$ cat src/rtl/poliriscv_run_ctrl.sv
// Run/check controller for poliriscv_sc: holds the core in reset, lets it run
// until it halts or exhausts its cycle budget, then walks a list of register
// checks through the core's debug read port and reports the outcome.
//
// state   | meaning
// --------+------------------------------------------------------------------
// S_IDLE  | after reset; core held in reset, waiting for start
// S_RESET | core_rst asserted for RST_CYCLES cycles
// S_RUN   | core running; watch for halt or cycle budget exhaustion
// S_CHECK | one register compare per cycle through dbg_addr/dbg_data
// S_DONE  | result valid and held; core released so its state stays visible
module poliriscv_run_ctrl #(
   parameter int          XLEN        = 32,
   parameter int          NCHK        = 4,
   parameter int          RST_CYCLES  = 1,
   parameter int unsigned MAX_CYCLES  = 100,
   parameter int          HALT_REPEAT = 2
) (
   input  logic                        clk,
   input  logic                        rst,
   input  logic                        start,
   input  logic [NCHK*5-1:0]           chk_addr_flat,
   input  logic [NCHK*XLEN-1:0]        chk_exp_flat,
   input  logic [XLEN-1:0]             pc,
   input  logic [31:0]                 instruction,
   input  logic [XLEN-1:0]             dbg_data,
   output logic                        core_rst,
   output logic [4:0]                  dbg_addr,
   output logic                        busy,
   output logic                        done,
   output logic                        pass,
   output logic                        halted,
   output logic                        timeout,
   output logic [31:0]                 cycle_count,
   output logic [$clog2(NCHK+1)-1:0]   fail_idx
);

   localparam int FW  = $clog2(NCHK + 1);
   localparam int RCW = $clog2(RST_CYCLES + 1);
   localparam int RPW = $clog2(HALT_REPEAT + 1);

   localparam logic [FW-1:0]  NCHK_F    = FW'(NCHK);
   localparam logic [FW-1:0]  K_LAST    = FW'(NCHK - 1);
   localparam logic [RCW-1:0] RC_LOAD   = RCW'(RST_CYCLES - 1);
   localparam logic [RPW-1:0] RP_LOAD   = RPW'(HALT_REPEAT);
   localparam logic [RPW-1:0] RP_ONE    = RPW'(1);
   localparam logic [31:0]    MAX_C     = 32'(MAX_CYCLES);
   localparam logic [31:0]    HALT_INSN = 32'h0000_006F;

   typedef enum logic [2:0] {
      S_IDLE,
      S_RESET,
      S_RUN,
      S_CHECK,
      S_DONE
   } state_t;

   state_t            state_q, state_d;
   logic              core_rst_q, core_rst_d;
   logic [4:0]        dbg_addr_q, dbg_addr_d;
   logic              busy_q, busy_d;
   logic              done_q, done_d;
   logic              pass_q, pass_d;
   logic              halted_q, halted_d;
   logic              timeout_q, timeout_d;
   logic [31:0]       cycle_count_q, cycle_count_d;
   logic [FW-1:0]     fail_idx_q, fail_idx_d;
   logic [RCW-1:0]    rst_cnt_q, rst_cnt_d;
   logic [RPW-1:0]    rep_left_q, rep_left_d;
   logic [XLEN-1:0]   prev_pc_q, prev_pc_d;
   logic              prev_vld_q, prev_vld_d;
   logic [FW-1:0]     k_q, k_d;

   logic [FW-1:0]     k_nxt;
   logic [XLEN-1:0]   exp_sel;
   logic [4:0]        addr_nxt;
   logic [4:0]        addr_first;
   logic [31:0]       cc_nxt;
   logic              pc_same;
   logic              halt_now;

   // halt: self-jump instruction, or pc frozen for HALT_REPEAT repeats in a row
   assign k_nxt      = k_q + FW'(1);
   assign addr_first = chk_addr_flat[4:0];
   assign cc_nxt     = cycle_count_q + 32'd1;
   assign pc_same    = prev_vld_q && (pc == prev_pc_q);
   assign halt_now   = (instruction == HALT_INSN) || (pc_same && (rep_left_q == RP_ONE));

   // select expected value for the current check and address for the next one
   always_comb begin
      exp_sel  = '0;
      addr_nxt = '0;
      for (int i = 0; i < NCHK; i++) begin
         if (k_q == FW'(i))   exp_sel  = chk_exp_flat[i*XLEN +: XLEN];
         if (k_nxt == FW'(i)) addr_nxt = chk_addr_flat[i*5 +: 5];
      end
   end

   // next-state and next-output computation
   always_comb begin
      state_d       = state_q;
      core_rst_d    = core_rst_q;
      dbg_addr_d    = dbg_addr_q;
      busy_d        = busy_q;
      done_d        = done_q;
      pass_d        = pass_q;
      halted_d      = halted_q;
      timeout_d     = timeout_q;
      cycle_count_d = cycle_count_q;
      fail_idx_d    = fail_idx_q;
      rst_cnt_d     = rst_cnt_q;
      rep_left_d    = rep_left_q;
      prev_pc_d     = prev_pc_q;
      prev_vld_d    = prev_vld_q;
      k_d           = k_q;

      unique case (state_q)
         S_IDLE, S_DONE: begin
            if (start) begin
               state_d       = S_RESET;
               core_rst_d    = 1'b1;
               busy_d        = 1'b1;
               done_d        = 1'b0;
               pass_d        = 1'b0;
               halted_d      = 1'b0;
               timeout_d     = 1'b0;
               cycle_count_d = '0;
               fail_idx_d    = NCHK_F;
               rst_cnt_d     = RC_LOAD;
            end
         end
         S_RESET: begin
            if (rst_cnt_q == '0) begin
               state_d    = S_RUN;
               core_rst_d = 1'b0;
               prev_vld_d = 1'b0;
               rep_left_d = RP_LOAD;
            end else begin
               rst_cnt_d = rst_cnt_q - RCW'(1);
            end
         end
         S_RUN: begin
            cycle_count_d = cc_nxt;
            prev_pc_d     = pc;
            prev_vld_d    = 1'b1;
            rep_left_d    = pc_same ? (rep_left_q - RPW'(1)) : RP_LOAD;
            if (halt_now) begin
               state_d    = S_CHECK;
               halted_d   = 1'b1;
               k_d        = '0;
               dbg_addr_d = addr_first;
            end else if (cc_nxt == MAX_C) begin
               state_d    = S_DONE;
               timeout_d  = 1'b1;
               pass_d     = 1'b0;
               fail_idx_d = NCHK_F;
               busy_d     = 1'b0;
               done_d     = 1'b1;
            end
         end
         S_CHECK: begin
            if (dbg_data != exp_sel) begin
               state_d    = S_DONE;
               fail_idx_d = k_q;
               pass_d     = 1'b0;
               busy_d     = 1'b0;
               done_d     = 1'b1;
            end else if (k_q == K_LAST) begin
               state_d = S_DONE;
               pass_d  = 1'b1;
               busy_d  = 1'b0;
               done_d  = 1'b1;
            end else begin
               k_d        = k_nxt;
               dbg_addr_d = addr_nxt;
            end
         end
         default: state_d = S_IDLE;
      endcase
   end

   // state and registered outputs
   always_ff @(posedge clk) begin
      if (rst) begin
         state_q       <= S_IDLE;
         core_rst_q    <= 1'b1;
         dbg_addr_q    <= '0;
         busy_q        <= 1'b0;
         done_q        <= 1'b0;
         pass_q        <= 1'b0;
         halted_q      <= 1'b0;
         timeout_q     <= 1'b0;
         cycle_count_q <= '0;
         fail_idx_q    <= NCHK_F;
         rst_cnt_q     <= '0;
         rep_left_q    <= RP_LOAD;
         prev_pc_q     <= '0;
         prev_vld_q    <= 1'b0;
         k_q           <= '0;
      end else begin
         state_q       <= state_d;
         core_rst_q    <= core_rst_d;
         dbg_addr_q    <= dbg_addr_d;
         busy_q        <= busy_d;
         done_q        <= done_d;
         pass_q        <= pass_d;
         halted_q      <= halted_d;
         timeout_q     <= timeout_d;
         cycle_count_q <= cycle_count_d;
         fail_idx_q    <= fail_idx_d;
         rst_cnt_q     <= rst_cnt_d;
         rep_left_q    <= rep_left_d;
         prev_pc_q     <= prev_pc_d;
         prev_vld_q    <= prev_vld_d;
         k_q           <= k_d;
      end
   end

   assign core_rst    = core_rst_q;
   assign dbg_addr    = dbg_addr_q;
   assign busy        = busy_q;
   assign done        = done_q;
   assign pass        = pass_q;
   assign halted      = halted_q;
   assign timeout     = timeout_q;
   assign cycle_count = cycle_count_q;
   assign fail_idx    = fail_idx_q;

endmodule

$ cat config.mk
export PLATFORM = sky130hd
export DESIGN_NAME = poliriscv_run_ctrl
export DESIGN_NICKNAME = d
export VERILOG_FILES = /design/src/rtl/poliriscv_run_ctrl.sv
export SDC_FILE = /design/constraint.sdc
export NUM_CORES = 1
export LEC_CHECK = 0
export CAP_MARGIN = 15
export CORE_MARGIN = 3
export CORE_UTILIZATION = 35
export CTS_CLUSTER_DIAMETER = 50
export CTS_CLUSTER_SIZE = 10
export DETAILED_ROUTE_END_ITERATION = 16
export GPL_ROUTABILITY_DRIVEN = 0
export PLACE_DENSITY = 0.75
export SLEW_MARGIN = 25
export SYNTH_ARGS = -nofsm -noshare
export SYNTH_HDL_FRONTEND = slang
export SYNTH_SLANG_ARGS = --single-unit
$ cat constraint.sdc
create_clock -name clk -period 7.5 [get_ports clk]
set_input_delay 1.5 -clock clk [delete_from_list [all_inputs] [get_ports clk]]
set_output_delay 1.5 -clock clk [all_outputs]
set_load 0.1 [all_outputs]
Word level (Yosys, flattened, before mapping) --
Cells that the tools add are included.
Storage, ports and cells: input bits 247, register bits after elaboration 88, logic and storage cells 120, output and inout port bits 46
Operators by class: multiplexer cells 54, $add $sub $neg 4, equal/unequal tests 25, reduce and logical (&&, ||, !) cells 22
Operator list (number):
- 32-bit two-way mux | 5
- 32-bit by 7-bit == test with 1-bit output (second input constant) | 2
- 32-bit case mux with 2 select lines | 1
- 3-bit two-way mux | 12
- 5-bit two-way mux | 7
- 32-bit by 1-bit adder with 32-bit output (second input constant) | 1
- 32-bit == test | 1
- 32-bit != test | 1
- 3-bit by 2-bit == test with 1-bit output (second input constant) | 6
- 2-bit != test (second input constant) | 8
- 1-bit two-way mux | 14
- 3-bit case mux with 4 select lines | 1
- 4-bit AND reduction | 3
- 1-bit case mux with 2 select lines | 5
- 5-bit case mux with 2 select lines | 1
- 5-bit AND reduction | 2
- 3-bit by 1-bit == test with 1-bit output (second input constant) | 3
- 3-bit zero test | 3
- 1-bit case mux with 3 select lines | 3
- 3-bit case mux with 3 select lines | 1
- 2-bit nonzero test | 4
- 3-bit != test (second input constant) | 2
- 3-bit case mux with 2 select lines | 1
- 2-bit AND reduction | 3
- other kinds (12) | 15

Longest topological paths before layout --
Gate-level depths: netlist of run 1.
depth in word-level cells 9, depth in mapped cells 14, gate-level depth less buffers 11

Worst setup path before layout of run 1 --
OpenSTA, ideal clock, no wires.
path kind input to register, start in chk_exp_flat[122], end reg busy_q (netlist: busy), stages on the path 9, setup slack 3.767 ns, data arrival time 3.615 ns, buffers on the path 0, required time 7.383 ns, cell sequence nor2b_1 -> a2111o_1 -> a2111oi_0 -> a41o_1 -> nand4_1 -> a2111oi_4 -> nand2_2 -> o211a_1 -> o211a_1
On the way: word-level cells in the longest chain between the ends 4
Ends and longest elaborated chain:
- from (decl) | line 23 | input logic [NCHK*XLEN-1:0] chk_exp_flat,
- 32-bit two-way mux * | line 94 | if (k_q == FW'(i)) exp_sel = chk_exp_flat[i*XLEN +: XLEN];
- 32-bit != test * | line 162 | if (dbg_data != exp_sel) begin
- 3-bit != test (no source line) / 1-bit two-way mux (equally long branches)
- 5-bit AND reduction (no source line) / 1-bit case mux with 3 select lines (equally long branches)
- to (signal assigned) | line 204 | busy_q <= busy_d;
- to (decl) | line 61 | logic busy_q, busy_d;
Mark *: on every way between the ends. The rest lies on a longest branch, timed or not. A chain may end at the register's enable or synchronous reset.

Worst setup path after layout of run 1 --
start reg k_q[0], end reg dbg_addr_q[3] (netlist: dbg_addr[3])
On the way: word-level cells in the longest chain between the ends 9
Ends and longest elaborated chain:
- from (decl) | line 72 | logic [FW-1:0] k_q, k_d;
- from (signal assigned) | line 215 | k_q <= k_d;
- 3-bit by 1-bit adder with 3-bit output | line 83 | assign k_nxt = k_q + FW'(1);
- 3-bit zero test | line 95 | if (k_nxt == FW'(i)) addr_nxt = chk_addr_flat[i*5 +: 5];
- 5-bit two-way mux (4 in a row) | line 95
- 5-bit two-way mux | line 168 | end else if (k_q == K_LAST) begin
- 5-bit two-way mux | line 162
- 5-bit case mux with 2 select lines | line 117 | unique case (state_q)
- to (signal assigned) | line 203 | dbg_addr_q <= dbg_addr_d;
- to (decl) | line 60 | logic [4:0] dbg_addr_q, dbg_addr_d;
Parallel ways exist; a longest one is shown, timed or not. The select of a mux whose other input is x is not followed.

==> metrics.yaml, run 1 <==
cp-startpoint: "k_q[0]"
drc: 0
die_w_um: 150
clockRootBuffer: "clkbuf_16"
layout.nets: 1523
drtAntennaViolNets: 0
syn_nets: 1275
die_h_um: 150
synth.lib_cells_used.distinct: 80
drive_gt1_share_pct: 4.48
fin_crit_ns: 4.36
synth-compound-area-share_pct: 26.4
critPathCapture: "dbg_addr[3]"
rr_endpoint: "dbg_addr[3]"
hold_path_class: "register to register"
drt_iter0_drc: 420
relSlewSlack_pct: 28.6
avgSynthCellArea_um2: 7.08
rr_startpoint: "k_q[0]"
ir_drop_mv: 0.114
synthCells: 1019
clk_pin_slew_ns: 0.07
r2r_slack_ns: 3.14
numCtsBuffers: 9
yosysWarnings: 0
combPwrFrac_pct: 24.7
via_per_inst: 5.54
synthMuxAreaShare_pct: 2.41
p_sw_mw: 0.345
crit_fanout: 54
power_density_nw_per_um2: 115
dp_hpwl_um: 22000
nFillCells: 1947
dr.pass1.iters: 5
maxCapViolCount: 0
multi_input_area_um2: 5110
drv_slew: 0
critPathKind: "register to register"
dieArea_um2: 22400
start_util_pct: 36.4
synth_top_family_by_area: "simple AND/OR/NAND/NOR gates"
wl_um: 28700
area.growth.synth_to_final_pct: 46.2
cts_setup_buffers: 0
grtUsageTotal_pct: 24.1
p_int_mw: 0.873
synth.ff_latch_count: 87
cts_resized: 0
max_clock_freq_mhz: 230
holdBufCountCts: 0
clock_skew_ns: 0.00944
synth_seq_area_share_pct: 24.1
fp-row-count: 51
clk_latency_ns: 0.34
grt_pass1_wl_um: 43400
async_flop_share_pct: 0
synth_ff_type: "dfxtp_1"
portBuffers: 292
vias: 8508
arrival_ns: 4.55
p_leak_nw: 3.62
yosys.area_share.simple_pct: 31.5
grt_max_degree: 83
synth_fa_ha_area_share_pct: 1.56
clkPwrFrac_pct: 36.1
status: "complete, no violations"
avgRoutedWirePerCell_um: 18.7
clockBufferDepth: 2
critPathLaunchType: "register"
crit_required_ns: 7.69
grt_pass1_vias: 8237
clock_sinks: 87
gr-total-overflow: 0
core_um2: 19800
seq_area_um2: 1740
rsz0062_at_grt: "no"
seq_power_share_pct: 39.2
synth-edff-count: 0
r2r_cells: 12
finalHoldViolCount: 0
synth_xor_xnor_area_share_pct: 8.49
antenna_found_initial: 0
critPathCaptureType: "register"
antenna_cells: 0
fin_crit_sh_pct: 58.1
switching_share_pct: 28.3
setup_violations: 0
cts.htree.levels: 3
syn-cell-area_um2: 7220
setup-tns-final_ns: 0
hold_ws_ns: 0.468
ioPinCount: 293
worst_pin_slew_ns: 1.07
cts_tree: "yes"
## cells in the final DEF, fill, tap and decap left out, types with 4 or more instances in the layout
master,count
o21a_1,7
and3_1,8
a22oi_1,10
nor3_1,34
nand3_1,26
nand4_1,26
ha_1,7
xor2_1,17
o21ai_0,68
nor4_1,20
nor2_1,76
a21oi_1,104
o21ai_1,4
o211a_1,4
nand3b_1,20
clkbuf_16,9
nand2_1,152
a211oi_1,7
a31o_2,6
xnor2_1,53
a311oi_1,7
a31oi_1,13
and4_1,6
or4_1,5
nor2b_1,35
clkdlybuf4s50_1,291
o22ai_1,6
dfxtp_1,87
inv_1,30
nor3b_1,4
a2111oi_0,15
or3_1,4
buf_4,7
mux2i_1,14
## layer usage
metal,part of all wire (%),GRT usage [%],vias up
li1,-,-,4214
met1,38,27.5,3939
met2,51,43.9,313
met3,8.3,6.12,42
met4,2.6,7.46,0
met5,0,0,-
## power groups by stage
stage / Combinational [mW] / Clock, mW / Sequential (mW)
after CTS: 0.301 / 0.448 / 0.477
after detailed placement: 0.299 / 0 / 0.487
final: 0.301 / 0.439 / 0.477
after floorplan: 0.104 / 0 / 0.501
after global placement: 0.296 / 0 / 0.487
after global routing: 0.324 / 0.469 / 0.478
## metrics by stage
step	power [mW]	area, um^2	instances	worst slack, ns	util [%]
floorplan	0.605	7220	1019	3.77	-
global placement	0.783	10300	1521	2.98	51.7
detailed placement	0.787	10300	1521	2.89	51.7
CTS	1.23	10500	1537	3.15	53.2
global route	1.27	10600	1537	2.77	53.2
finish	1.22	10600	1537	3.14	53.2
## critical path: stages, from the launching register on
cell       delay [ns]
dfxtp_1          0.37
inv_1            0.12
ha_2             0.85
buf_4            0.37
nor2b_1          0.39
a2111oi_0        0.13
a311oi_1         0.27
nand4_1          0.11
or4_1            0.59
nor4_4           0.45
a21oi_2          0.24
mux2i_1          0.23
nor2_1           0.06
## state kept, by name, summed over array words and instances, names as in the netlist, 2 cells and up
register	count
prev_pc_q	32
state_q	3
fail_idx	3
dbg_addr	5
k_q	3
cycle_count	32
rep_left_q	2
## cell families after synthesis
| logic type | count (synthesis) |
|---|---|
| simple gates | 445 |
| compound gates | 298 |
| buf+inv | 93 |
| flops | 87 |
| xor+xnor | 70 |
| mux | 17 |
| fa+ha+maj | 9 |
## Yosys cell counts (all sizes together) (4+ instances only)
master	n	area, um^2
buf	23	133
nand4	28	196
o2111ai	4	41.3
or3	4	25.0
o22ai	6	37.5
ha	9	113
clkbuf	39	146
a31o	6	52.6
nand3b	20	150
and3	8	50.1
mux2i	14	140
o21a	7	52.6
nor2b	35	219
a2111oi	16	159
xor2	17	149
inv	30	113
a311oi	7	61.3
nor3b	4	30.0
dfxtp	87	1740
o311ai	4	35.0
nor3	37	200
o21ai	72	360
a21oi	108	552
nor2	77	289
a22oi	10	75.1
nand3	26	130
xnor2	53	464
o211a	4	40.0
nand2	154	581
a31oi	13	81.3
a211oi	7	52.6
or4	7	60.1
and4	6	52.6
nor4	22	159
## final cells by class
cell class | instances | share of cell area [%]
clock buffers | 9 | 2.13
clock inverters | 7 | 0.604
inverters | 31 | 1.10
multi-input cells | 839 | 48.4
flip-flops and latches | 87 | 16.5
well taps | 265 | 3.14
repair buffers | 299 | 28.1
## worst min path at each step
stage	start	end	slack [ns]	cells after the start
2_1_floorplan	prev_pc_q[15]	prev_pc_q[15]	0.45	2
3_3_place_gp	timeout	timeout	0.45	1
3_5_place_dp	prev_pc_q[7]	prev_pc_q[7]	0.46	2
4_1_cts	done	done	0.47	2
5_1_grt	prev_pc_q[14]	prev_pc_q[14]	0.48	2
6_report	done	done	0.47	2
(Power assumes the default switching activity.)
==> run 2: changes to the inputs <==
==> constraint.sdc (replaced) <==
create_clock -name clk -period 4.2 [get_ports clk]
set_input_delay 0.84 -clock clk [delete_from_list [all_inputs] [get_ports clk]]
set_output_delay 0.84 -clock clk [all_outputs]
set_load 0.1 [all_outputs]
==> metrics.yaml, run 2 (synthesis gave the netlist of run 1 again) <==
drc: 0
switching_share_pct: 28.8
cts_resized: 0
cts_setup_buffers: 0
cts.htree.levels: 3
clockBufferDepth: 2
ir_drop_mv: 0.221
mostFrequentLayoutCells: "291 x clkdlybuf4s50_1, 152 x nand2_1, 105 x a21oi_1"
cts_tree: "yes"
grt_pass1_vias: 8275
clock_skew_ns: 0.0114
dieArea_um2: 22400
vias: 8649
die_w_um: 150
via_per_inst: 5.58
drt_iter0_drc: 476
dp_hpwl_um: 22700
grt_max_degree: 71
multi_input_area_um2: 5110
antenna_cells: 0
core_um2: 19800
crit_required_ns: 4.41
grt_pass1_wl_um: 43800
crit_fanout: 12
start_util_pct: 36.4
mostFrequentLayoutCell: "clkdlybuf4s50_1"
area.growth.synth_to_final_pct: 47.8
max_clock_freq_mhz: 257
drv_slew: 0
fin_crit_sh_pct: 92.6
finalPower_mw: 2.20
gr-total-overflow: 0
hold_path_class: "register to register"
p_sw_mw: 0.633
worst_pin_slew_ns: 1.06
clk_pin_slew_ns: 0.08
status: "complete, no violations"
clockRootBuffer: "clkbuf_16"
drive_gt1_share_pct: 5.30
dr.pass1.iters: 5
p_leak_nw: 3.69
power_density_nw_per_um2: 206
seq_power_share_pct: 38.8
antenna_found_initial: 0
setup_violations: 0
drtAntennaViolNets: 0
ioPinCount: 293
relSlewSlack_pct: 29.0
die_h_um: 150
rsz0062_at_grt: "no"
wl_um: 29000
numCtsBuffers: 9
clock_sinks: 87
clkPwrFrac_pct: 36.5
holdBufCountCts: 0
p_int_mw: 1.56
clk_latency_ns: 0.35
finalHoldViolCount: 0
nFillCells: 1925
arrival_ns: 4.10
fp-row-count: 51
critPathLaunchType: "register"
avgRoutedWirePerCell_um: 18.7
critPathCaptureType: "register"
critPathKind: "register to register"
seq_area_um2: 1740
grtUsageTotal_pct: 24.3
maxCapViolCount: 0
fin_crit_ns: 3.89
setup-tns-final_ns: 0
combPwrFrac_pct: 24.7
layout.nets: 1535
portBuffers: 292
run 2: metrics by stage:
stage	instance area [um^2]	hold slack (ns)	worst slack, ns	std cells	utilization, %
finish	10700	0.468	0.311	1549	53.7
floorplan	7220	0.447	0.515	1019	-
detailed placement	10400	0.456	0.142	1533	52.2
global route	10700	0.477	0.0585	1549	53.7
CTS	10700	0.470	0.279	1549	53.7
global placement	10400	0.450	0.198	1533	52.2
run 2: power by group through the flow:
| stage | Sequential, mW | Combinational [mW] | Clock, mW |
|---|---|---|---|
| final | 0.851 | 0.543 | 0.803 |
| after global routing | 0.853 | 0.581 | 0.865 |
| after CTS | 0.851 | 0.543 | 0.816 |
| after detailed placement | 0.870 | 0.539 | 0 |
| after global placement | 0.870 | 0.536 | 0 |
| after floorplan | 0.894 | 0.187 | 0 |
run 2: path summary, 6_finish.rpt:
check                                  start           end  slack [ns]  cells past startpoint
worst max-delay path                  k_q[0]   dbg_addr[3]        0.31                     12
worst min-delay path            prev_pc_q[9]  prev_pc_q[9]        0.47                      2
worst max register to register        k_q[0]   dbg_addr[3]        0.31                     12
worst min register to register  prev_pc_q[9]  prev_pc_q[9]        0.47                      2
run 2: critical path, stage by stage (launching register included):
cell	delay, ns
dfxtp_1	0.37
inv_1	0.16
ha_1	0.54
nand2_1	0.16
o21ai_1	0.23
mux2_2	0.36
a2111oi_0	0.42
buf_4	0.18
or3b_1	0.41
nor4_4	0.40
a21oi_2	0.24
mux2i_1	0.23
nor2_1	0.05
run 2: area by class of cell:
class / count / share of cell area [%]
Multi-Input combinational cell: 839 / 47.9
Sequential cell: 87 / 16.3
Clock inverter: 7 / 0.680
Timing Repair Buffer: 311 / 28.8
Clock buffer: 9 / 2.11
Inverter: 31 / 1.09
Tap cell: 265 / 3.11
run 2: per-layer routing:
layer  part of all wire (%)  global-route usage (%)
met3                    8.5                    5.78
met5                      0                       0
met2                     50                    44.2
met4                    2.7                    7.14
met1                     39                    28.3
